===== config.mk =====
export PLATFORM = sky130hd
export DESIGN_NAME = cpu_subsys_dma
export DESIGN_NICKNAME = d
export VERILOG_FILES = /design/src/rtl/cpu_subsys_dma.sv
export SDC_FILE = /design/constraint.sdc
export NUM_CORES = 1
export LEC_CHECK = 0
export CAP_MARGIN = 30
export CORE_UTILIZATION = 40
export CTS_BUF_LIST = sky130_fd_sc_hd__clkbuf_8
export CTS_CLUSTER_SIZE = 14
export DETAILED_ROUTE_END_ITERATION = 10
export PLACE_DENSITY = 0.8
export SLEW_MARGIN = 20
export SYNTH_ARGS = -nofsm -noshare
export SYNTH_HDL_FRONTEND = slang
export SYNTH_SLANG_ARGS = --single-unit

===== constraint.sdc =====
create_clock -name clk -period 5.58 [get_ports clk]
set_input_delay 1.116 -clock clk [delete_from_list [all_inputs] [get_ports clk]]
set_output_delay 1.116 -clock clk [all_outputs]
set_load 0.005 [all_outputs]

===== src/rtl/cpu_subsys_dma.sv =====
// Word-copy DMA initiator for the CPU-subsystem memory bus.
// Copies cfg_len 32-bit words from cfg_src to cfg_dst, one read then one write per word.
module cpu_subsys_dma #(
    parameter int LEN_W = 16
) (
    input  logic             clk,
    input  logic             rst_n,
    input  logic             cfg_start,
    input  logic [29:0]      cfg_src,
    input  logic [29:0]      cfg_dst,
    input  logic [LEN_W-1:0] cfg_len,
    input  logic             cfg_abort,
    output logic             busy,
    output logic             done,
    output logic             aborted,
    output logic             err,
    output logic             mem_valid,
    output logic [29:0]      mem_addr,
    output logic             mem_write,
    output logic [31:0]      mem_wdata,
    output logic [3:0]       mem_wstrb,
    input  logic [31:0]      mem_rdata,
    input  logic             mem_ready
);

    typedef enum logic [2:0] {IDLE, RD_REQ, RD_GAP, WR_REQ, WR_GAP} state_t;

    state_t           state, state_nxt;
    logic [29:0]      src, dst;
    logic [LEN_W-1:0] cnt;
    logic [31:0]      wbuf;
    logic             abort_pend;
    logic             done_nxt, aborted_nxt, err_nxt;
    logic             start_ok, word_done;

    assign start_ok  = (state == IDLE) && cfg_start && (cfg_src[1:0] == 2'b00) &&
                       (cfg_dst[1:0] == 2'b00) && (cfg_len != '0);
    assign word_done = (state == WR_GAP) && !mem_ready;

    always_ff @(posedge clk or negedge rst_n) begin
        if (!rst_n) state <= IDLE;
        else        state <= state_nxt;
    end

    always_comb begin
        state_nxt   = state;
        done_nxt    = 1'b0;
        aborted_nxt = 1'b0;
        err_nxt     = 1'b0;
        case (state)
            IDLE: begin
                if (cfg_start) begin
                    if (cfg_src[1:0] != 2'b00 || cfg_dst[1:0] != 2'b00) err_nxt = 1'b1;
                    else if (cfg_len == '0)                             done_nxt = 1'b1;
                    else                                                state_nxt = RD_REQ;
                end
            end
            RD_REQ: if (mem_ready)  state_nxt = RD_GAP;
            // The responder re-acks on the edge valid drops; wait for that to clear.
            RD_GAP: if (!mem_ready) state_nxt = WR_REQ;
            WR_REQ: if (mem_ready)  state_nxt = WR_GAP;
            WR_GAP: begin
                if (!mem_ready) begin
                    if (cnt == LEN_W'(1)) begin
                        done_nxt  = 1'b1;
                        state_nxt = IDLE;
                    end else if (abort_pend || cfg_abort) begin
                        aborted_nxt = 1'b1;
                        state_nxt   = IDLE;
                    end else begin
                        state_nxt = RD_REQ;
                    end
                end
            end
            default: state_nxt = IDLE;
        endcase
    end

    always_ff @(posedge clk or negedge rst_n) begin
        if (!rst_n) begin
            src        <= '0;
            dst        <= '0;
            cnt        <= '0;
            wbuf       <= '0;
            abort_pend <= 1'b0;
            done       <= 1'b0;
            aborted    <= 1'b0;
            err        <= 1'b0;
        end else begin
            done    <= done_nxt;
            aborted <= aborted_nxt;
            err     <= err_nxt;
            if (start_ok) begin
                src <= cfg_src;
                dst <= cfg_dst;
                cnt <= cfg_len;
            end
            if (state == RD_REQ && mem_ready) wbuf <= mem_rdata;
            if (word_done) begin
                cnt <= cnt - LEN_W'(1);
                src <= src + 30'd4;
                dst <= dst + 30'd4;
            end
            if (state_nxt == IDLE)                abort_pend <= 1'b0;
            else if (state != IDLE && cfg_abort)  abort_pend <= 1'b1;
        end
    end

    // Bus fields decode straight from state so reset drops them without a clock.
    assign busy      = (state != IDLE);
    assign mem_valid = (state == RD_REQ) || (state == WR_REQ);
    assign mem_write = (state == WR_REQ);
    assign mem_wstrb = (state == WR_REQ) ? 4'hF : 4'h0;
    assign mem_addr  = (state == RD_REQ) ? src : ((state == WR_REQ) ? dst : 30'd0);
    assign mem_wdata = (state == WR_REQ) ? wbuf : 32'd0;

endmodule


# After elaboration in Yosys (flattened, before gate mapping)
# Cells that the tools add are included.
# Widths: inputs -> output; s select.
dict set report totals {
  elab_cells 74
  inputBits 113
  ff_bits 115
  output_inout_bits 72
}
dict set report classes {
  reduce_logical 22
  eq_ne 5
  mux 35
  add_sub_neg 3
}
# cell n
set op_table {}
lappend op_table {{$mux 30} 6}
lappend op_table {{$add 30x3->30 const B} 2}
lappend op_table {{$mux 16} 2}
lappend op_table {{$mux 32} 1}
lappend op_table {{$mux 3} 7}
lappend op_table {{$eq 16x1->1 const B} 1}
lappend op_table {{$logic_not 16->1} 1}
lappend op_table {{$mux 1} 16}
lappend op_table {{$reduce_bool 16->1} 1}
lappend op_table {{$sub 16x1->16 const B} 1}
lappend op_table {{$pmux 3 s5} 1}
lappend op_table {{$reduce_bool 2->1} 4}
lappend op_table {{$logic_and 1x1->1} 7}
lappend op_table {{$eq 3x2->1 const B} 2}
lappend op_table {{$logic_not 3->1} 2}
lappend op_table {{$logic_not 2->1} 2}
lappend op_table {{$mux 4} 1}
lappend op_table {{$eq 3x1->1 const B} 1}
lappend op_table {{$eq 3x3->1 const B} 1}
lappend op_table {{$logic_or 1x1->1} 3}
lappend op_table {{$reduce_bool 3->1} 1}
lappend op_table {{$pmux 1 s2} 1}
lappend op_table {{$logic_not 1->1} 1}

# Depth between registers and ports, before layout
dict set report logic_depth {
  word_depth 7
  mapped_depth 9
  depth_no_buf 6
}

# Worst setup path after synthesis
# OpenSTA, ideal clock, no wires.
dict set report synth_timing {
  kind {input -> register}
  startpoint {input port mem_ready}
  endpoint {register cnt[13]}
  path_buffers 0
  arrival_time_ns 2.798
  slack_ns 2.655
  required_ns 5.453
  stages 5
  setup_ns 0.127
  cell_sequence {or4b_4 -> or4_4 -> or4_4 -> nand3_2 -> o211ai_2}
}
dict set report synth_between {
  elab_chain_len 3
  word_cells_on_any_way 4
  cone_classes {mux: 1; reduce/logical: 3}
}
# item line
set synth_rtl {}
lappend synth_rtl {{start: declaration} 23} ;# input logic mem_ready
lappend synth_rtl {{$logic_not 1->1 *} -}
lappend synth_rtl {{$logic_and 1x1->1 *} 38} ;# assign word_done = (state == WR_GAP) && !mem_ready;
lappend synth_rtl {{$mux 16 / $reduce_bool 2->1 (equally long branches)} -}
lappend synth_rtl {{end signal: assignment} 96} ;# cnt <= cfg_len;
lappend synth_rtl {{end signal: assignment} 100} ;# cnt <= cnt - LEN_W'(1);
lappend synth_rtl {{end: declaration} 30} ;# logic [LEN_W-1:0] cnt;
# Every way passes the cells marked *; elsewhere a longest branch is shown, timed or not.
# A chain may end at the register's enable or synchronous reset.

# Final worst setup path
dict set report layout_timing {
  startpoint {register state[1]}
  endpoint {output port mem_addr[9]}
}
dict set report layout_between {
  elab_chain_len 3
  word_cells_on_any_way 4
  cone_classes {eq/ne: 2; mux: 2}
}
# item line
set layout_rtl {}
lappend layout_rtl {{start: declaration} 28} ;# state_t state, state_nxt;
lappend layout_rtl {{start signal: assignment} 42} ;# else state <= state_nxt;
lappend layout_rtl {{$eq 3x2->1} 114} ;# assign mem_addr = (state == RD_REQ) ? src : ((state == WR_REQ) ? dst : 30'd0);
lappend layout_rtl {{$mux 30} 114}
lappend layout_rtl {{$mux 30 *} 114}
lappend layout_rtl {{end: declaration} 18} ;# output logic [29:0] mem_addr,
# Marked as above.

==> qor_table.md <==
| Result | Value | Unit |
|---|---|---|
| Outcome | completed | - |
| Number of slew-limit violations in the final report | 0 | - |
| Cells on worst reg2reg path | 6 | - |
| Filler Cell Count | 1,379 | - |
| Antenna violations before repair | 0 | - |
| Total Power Consumption | 3.922 | mW |
| Final hold vios | 0 | - |
| Quantity of hold-fixing buffers added after cts | 0 | - |
| Leading register cell type out of synthesis | dfrtp_1 | - |
| Number of failing setup endpoints in the final timing report | 0 | - |
| Data arrival time of the critical path | 2730 | ps |
| Setup repair after global routing missed its margin | no | - |
| Int Power | 2.567 | mW |
| Total nets after synthesis | 809 | - |
| Critical Path Source Type | flop | - |
| Horiz. Die Dim | 128.7 | um |
| Overall die area | 16,550 | um^2 |
| Post-Syn Area per Cell | 9.272 | um^2 |
| Highest clock frequency the design can meet | 260.1 | MHz |
| Count of placed standard cells in the final layout, fillers left out | 1,078 | - |
| Area fraction of the dominant cell type after synthesis | 44.85 | % |
| Worst-skew pair later-pin latency | 450 | ps |
| Register bit total from synthesis | 115 | - |
| Final net count | 971 | - |
| Main area contributors after synthesis | dfrtp_1 (45%), mux2_2 (5.6%), nor2_1 (4.9%) | - |
| Number of buffers between clock root and the deepest sink | 2 | - |
| Initial core utilization | 41.59 | % |
| Routed WL | 18,400 | um |
| Num CTS Buffers | 17 | - |
| Ant diodes | 0 | - |
| Area of the core | 15,430 | um^2 |
| Final weighted congestion of routability-driven global placement | 0.8320 | - |
| Multi-input gate area in the final layout | 3304 | um^2 |
| Hold Path Sink | dst[1] | - |
| Placed cell count | 1,045 | - |
| Total via count in the routed design | 6,062 | - |
| Reg2Reg Setup Slack | 2530 | ps |
| Relative contribution of combinational cells to total power | 33.7 | % |
| Critical hold path startpoint | dst[1] | - |
| Post-detailed-placement half-perimeter wirelength | 12,820 | um |
| Category of the worst setup path capture point | output pin | - |
| Proportion of synthesized chip area in sequential cells | 44.85 | % |
| Clock Tree Root | clkbuf_8 | - |
| Num rows | 45 | - |
| Top cell type by total area after synthesis | dfrtp_1 | - |
| Endpoint required time on the critical path | 4460 | ps |
| Leftover overflow at the end of global routing | 0 | - |
| Drt pass-1 iters | 5 | - |
| CP startpoint | state[1] | - |
| Proportion of synthesized flip-flops having asynchronous set or reset | 100.0 | % |
| Kind of critical path | reg2out | - |
| Clock tree from TritonCTS | done | - |
| Largest clock skew in the final design | 11.78 | ps |
| Area added between synthesis and finish | 39.02 | % |
| Clock slew seen by the registers of the worst setup and hold paths | 80 | ps |
| Worst slew margin | 41.01 | % |
| Io pins | 185 | - |
| WL/cell | 17.07 | um |
| Number of clock sinks | 115 | - |
| Instance count of the mapped netlist | 692 | - |
| Detail-routed via count per cell | 5.623 | - |
| Unique cell type count in the Yosys netlist | 59 | - |
| Syn Std Cell Area | 6416 | um^2 |
| Class of the tightest hold or removal check | reg2reg | - |
| Pin count of the biggest net entering global routing | 73 | - |
| H-tree levels | 4 | - |
| Cells resized by post-CTS repair | 0 | - |
| Vias in the first global route | 5,657 | - |
| Power density over cell area | 439.7 | nW/um^2 |
| Commonest cells after routing, fill and taps aside | clkdlybuf4s50_1 (183), dfrtp_1 (114), nor2_1 (83), nand2_1 (55), and3_1 (44) | - |
| Reported net switching power | 1.355 | mW |
| DRC violation count after routing | 0 | - |
| Worst-case vdd ir drop | 0.0001979 | V |
| Maximum fanout count along the critical path | 50 | - |
| Cell leakage power | 3.666 | nW |
| Leading cell type in the layout, fill and taps excluded | clkdlybuf4s50_1 | - |
| Overall global routing resource usage | 22.64 | % |
| Vertical die dimension | 128.7 | um |
| Worst r2r dst | src[17] | - |
| Footprint of the flip-flops and latches | 2879 | um^2 |
| Number of DRC violations after detailed-routing iteration 0 | 435 | - |
| Remaining antenna violation count after routing | 0 | - |
| Part of the power in the clock network | 24.6 | % |
| Min cycle time layout | 3845 | ps |
| First-pass GRT wire length | 29,070 | um |
| Fraction of final layout cells with drive strength greater than 1 | 10.38 | % |
| Final sum of negative setup slack | 0 | ps |
| Cell depth of the worst min-delay path | 1 | - |
| Slew at the pin closest to its max-slew limit | 876.8 | ps |
| Number of setup buffers added after CTS | 0 | - |
| Switching power as a share of total power | 34.55 | % |
| Ratio of final minimum period to clock period | 68.91 | % |
| Max-cap check violation count | 0 | - |
| Total of warnings raised by yosys | 0 | - |
| Post-synth EDFFs | 0 | - |
| Number of buffers inserted by port buffering | 184 | - |
| Startpoint of the most critical register-to-register path | state[1] | - |
| Share of total power in sequential cells | 41.7 | % |
[power by group through the flow]
stage	clock, mW	sequential (mW)	combinational [mW]
2_1_floorplan	0	1.47	0.890
3_3_place_gp	0	1.62	1.29
3_5_place_dp	0	1.64	1.32
4_1_cts	0.977	1.63	1.33
5_1_grt	1.02	1.70	1.46
6_report	0.964	1.64	1.32
[critical path, cell delays in order, from the launching register on]
cell and delay, ps:
dfrtp_2 930, buf_4 490, mux2i_1 310, nor2_1 60, clkdlybuf4s50_1 450
[cell type report]
class	instances	share of cell area, %
Clock buffer	19	2.932
Sequential cell	115	32.28
Clock inverter	13	2.581
Inverter	11	0.4629
Timing Repair Buffer	193	21.74
Tap cell	211	2.960
Multi-Input combinational cell	516	37.05
[worst max-delay path by stage]
| stage | slack [ps] | cells past startpoint | end |
|---|---|---|---|
| after CTS | 1730 | 4 | mem_addr[11] |
| after detailed placement | 1760 | 7 | src[17] |
| final | 1730 | 4 | mem_addr[9] |
| after global routing | 1570 | 4 | mem_addr[11] |
| after global placement | 1790 | 6 | cnt[13] |
| after floorplan | 2650 | 5 | cnt[13] |
[sequential cells by signal, summed over array words and instances, names as in the netlist]
register    flops
cnt            16
src            30
aborted         1
err             1
abort_pend      1
wbuf           32
state           3
done            1
dst            30
[cell usage after synthesis (8+ instances only)]
| library cell | count |
|---|---|
| a211oi_1 | 16 |
| a21oi_1 | 21 |
| a221o_1 | 9 |
| a311oi_1 | 8 |
| and2_1 | 13 |
| and3_1 | 44 |
| and4_1 | 9 |
| clkbuf_1 | 40 |
| dfrtp_1 | 115 |
| inv_1 | 11 |
| mux2_2 | 32 |
| mux2i_1 | 30 |
| nand2_1 | 56 |
| nand3_1 | 30 |
| nand4_1 | 16 |
| nor2_1 | 83 |
| nor3_1 | 26 |
| nor4_1 | 14 |
| o211ai_1 | 10 |
| o21ai_0 | 25 |
[stage by stage]
| step | worst slack [ps] | utilization, % | cell area, um^2 | hold slack, ps |
|---|---|---|---|---|
| after CTS | 1732 | 57.64 | 8892 | 492.0 |
| after global routing | 1570 | 57.82 | 8920 | 503.0 |
| final | 1735 | 57.82 | 8920 | 486.4 |
| after detailed placement | 1760 | 54.45 | 8401 | 476.2 |
| after floorplan | 2655 | - | 6416 | 451.5 |
| after global placement | 1793 | 54.32 | 8381 | 469.1 |
[cells by family (layout without fill, tap and decap cells)]
family          after synthesis  count (layout)  synth area share [%]
fa+ha+maj                     4               4                0.7801
compound gates              127             127                 13.83
xor+xnor                      6               6                0.8190
flops                       115             115                 44.85
mux                          62              62                 10.30
buf+inv                      61             236                 3.881
simple gates                317             317                 25.55
[routing by layer]
metal | vias to the layer above | track usage [%] | part of all wire [%]
met4 | 0 | 8.028 | 2.2
met2 | 222 | 35.83 | 46
met5 | - | 0 | 0
met3 | 35 | 5.738 | 6.7
li1 | 2908 | - | -
met1 | 2897 | 30.07 | 45
Note: power is estimated with default switching activity, not from simulation.
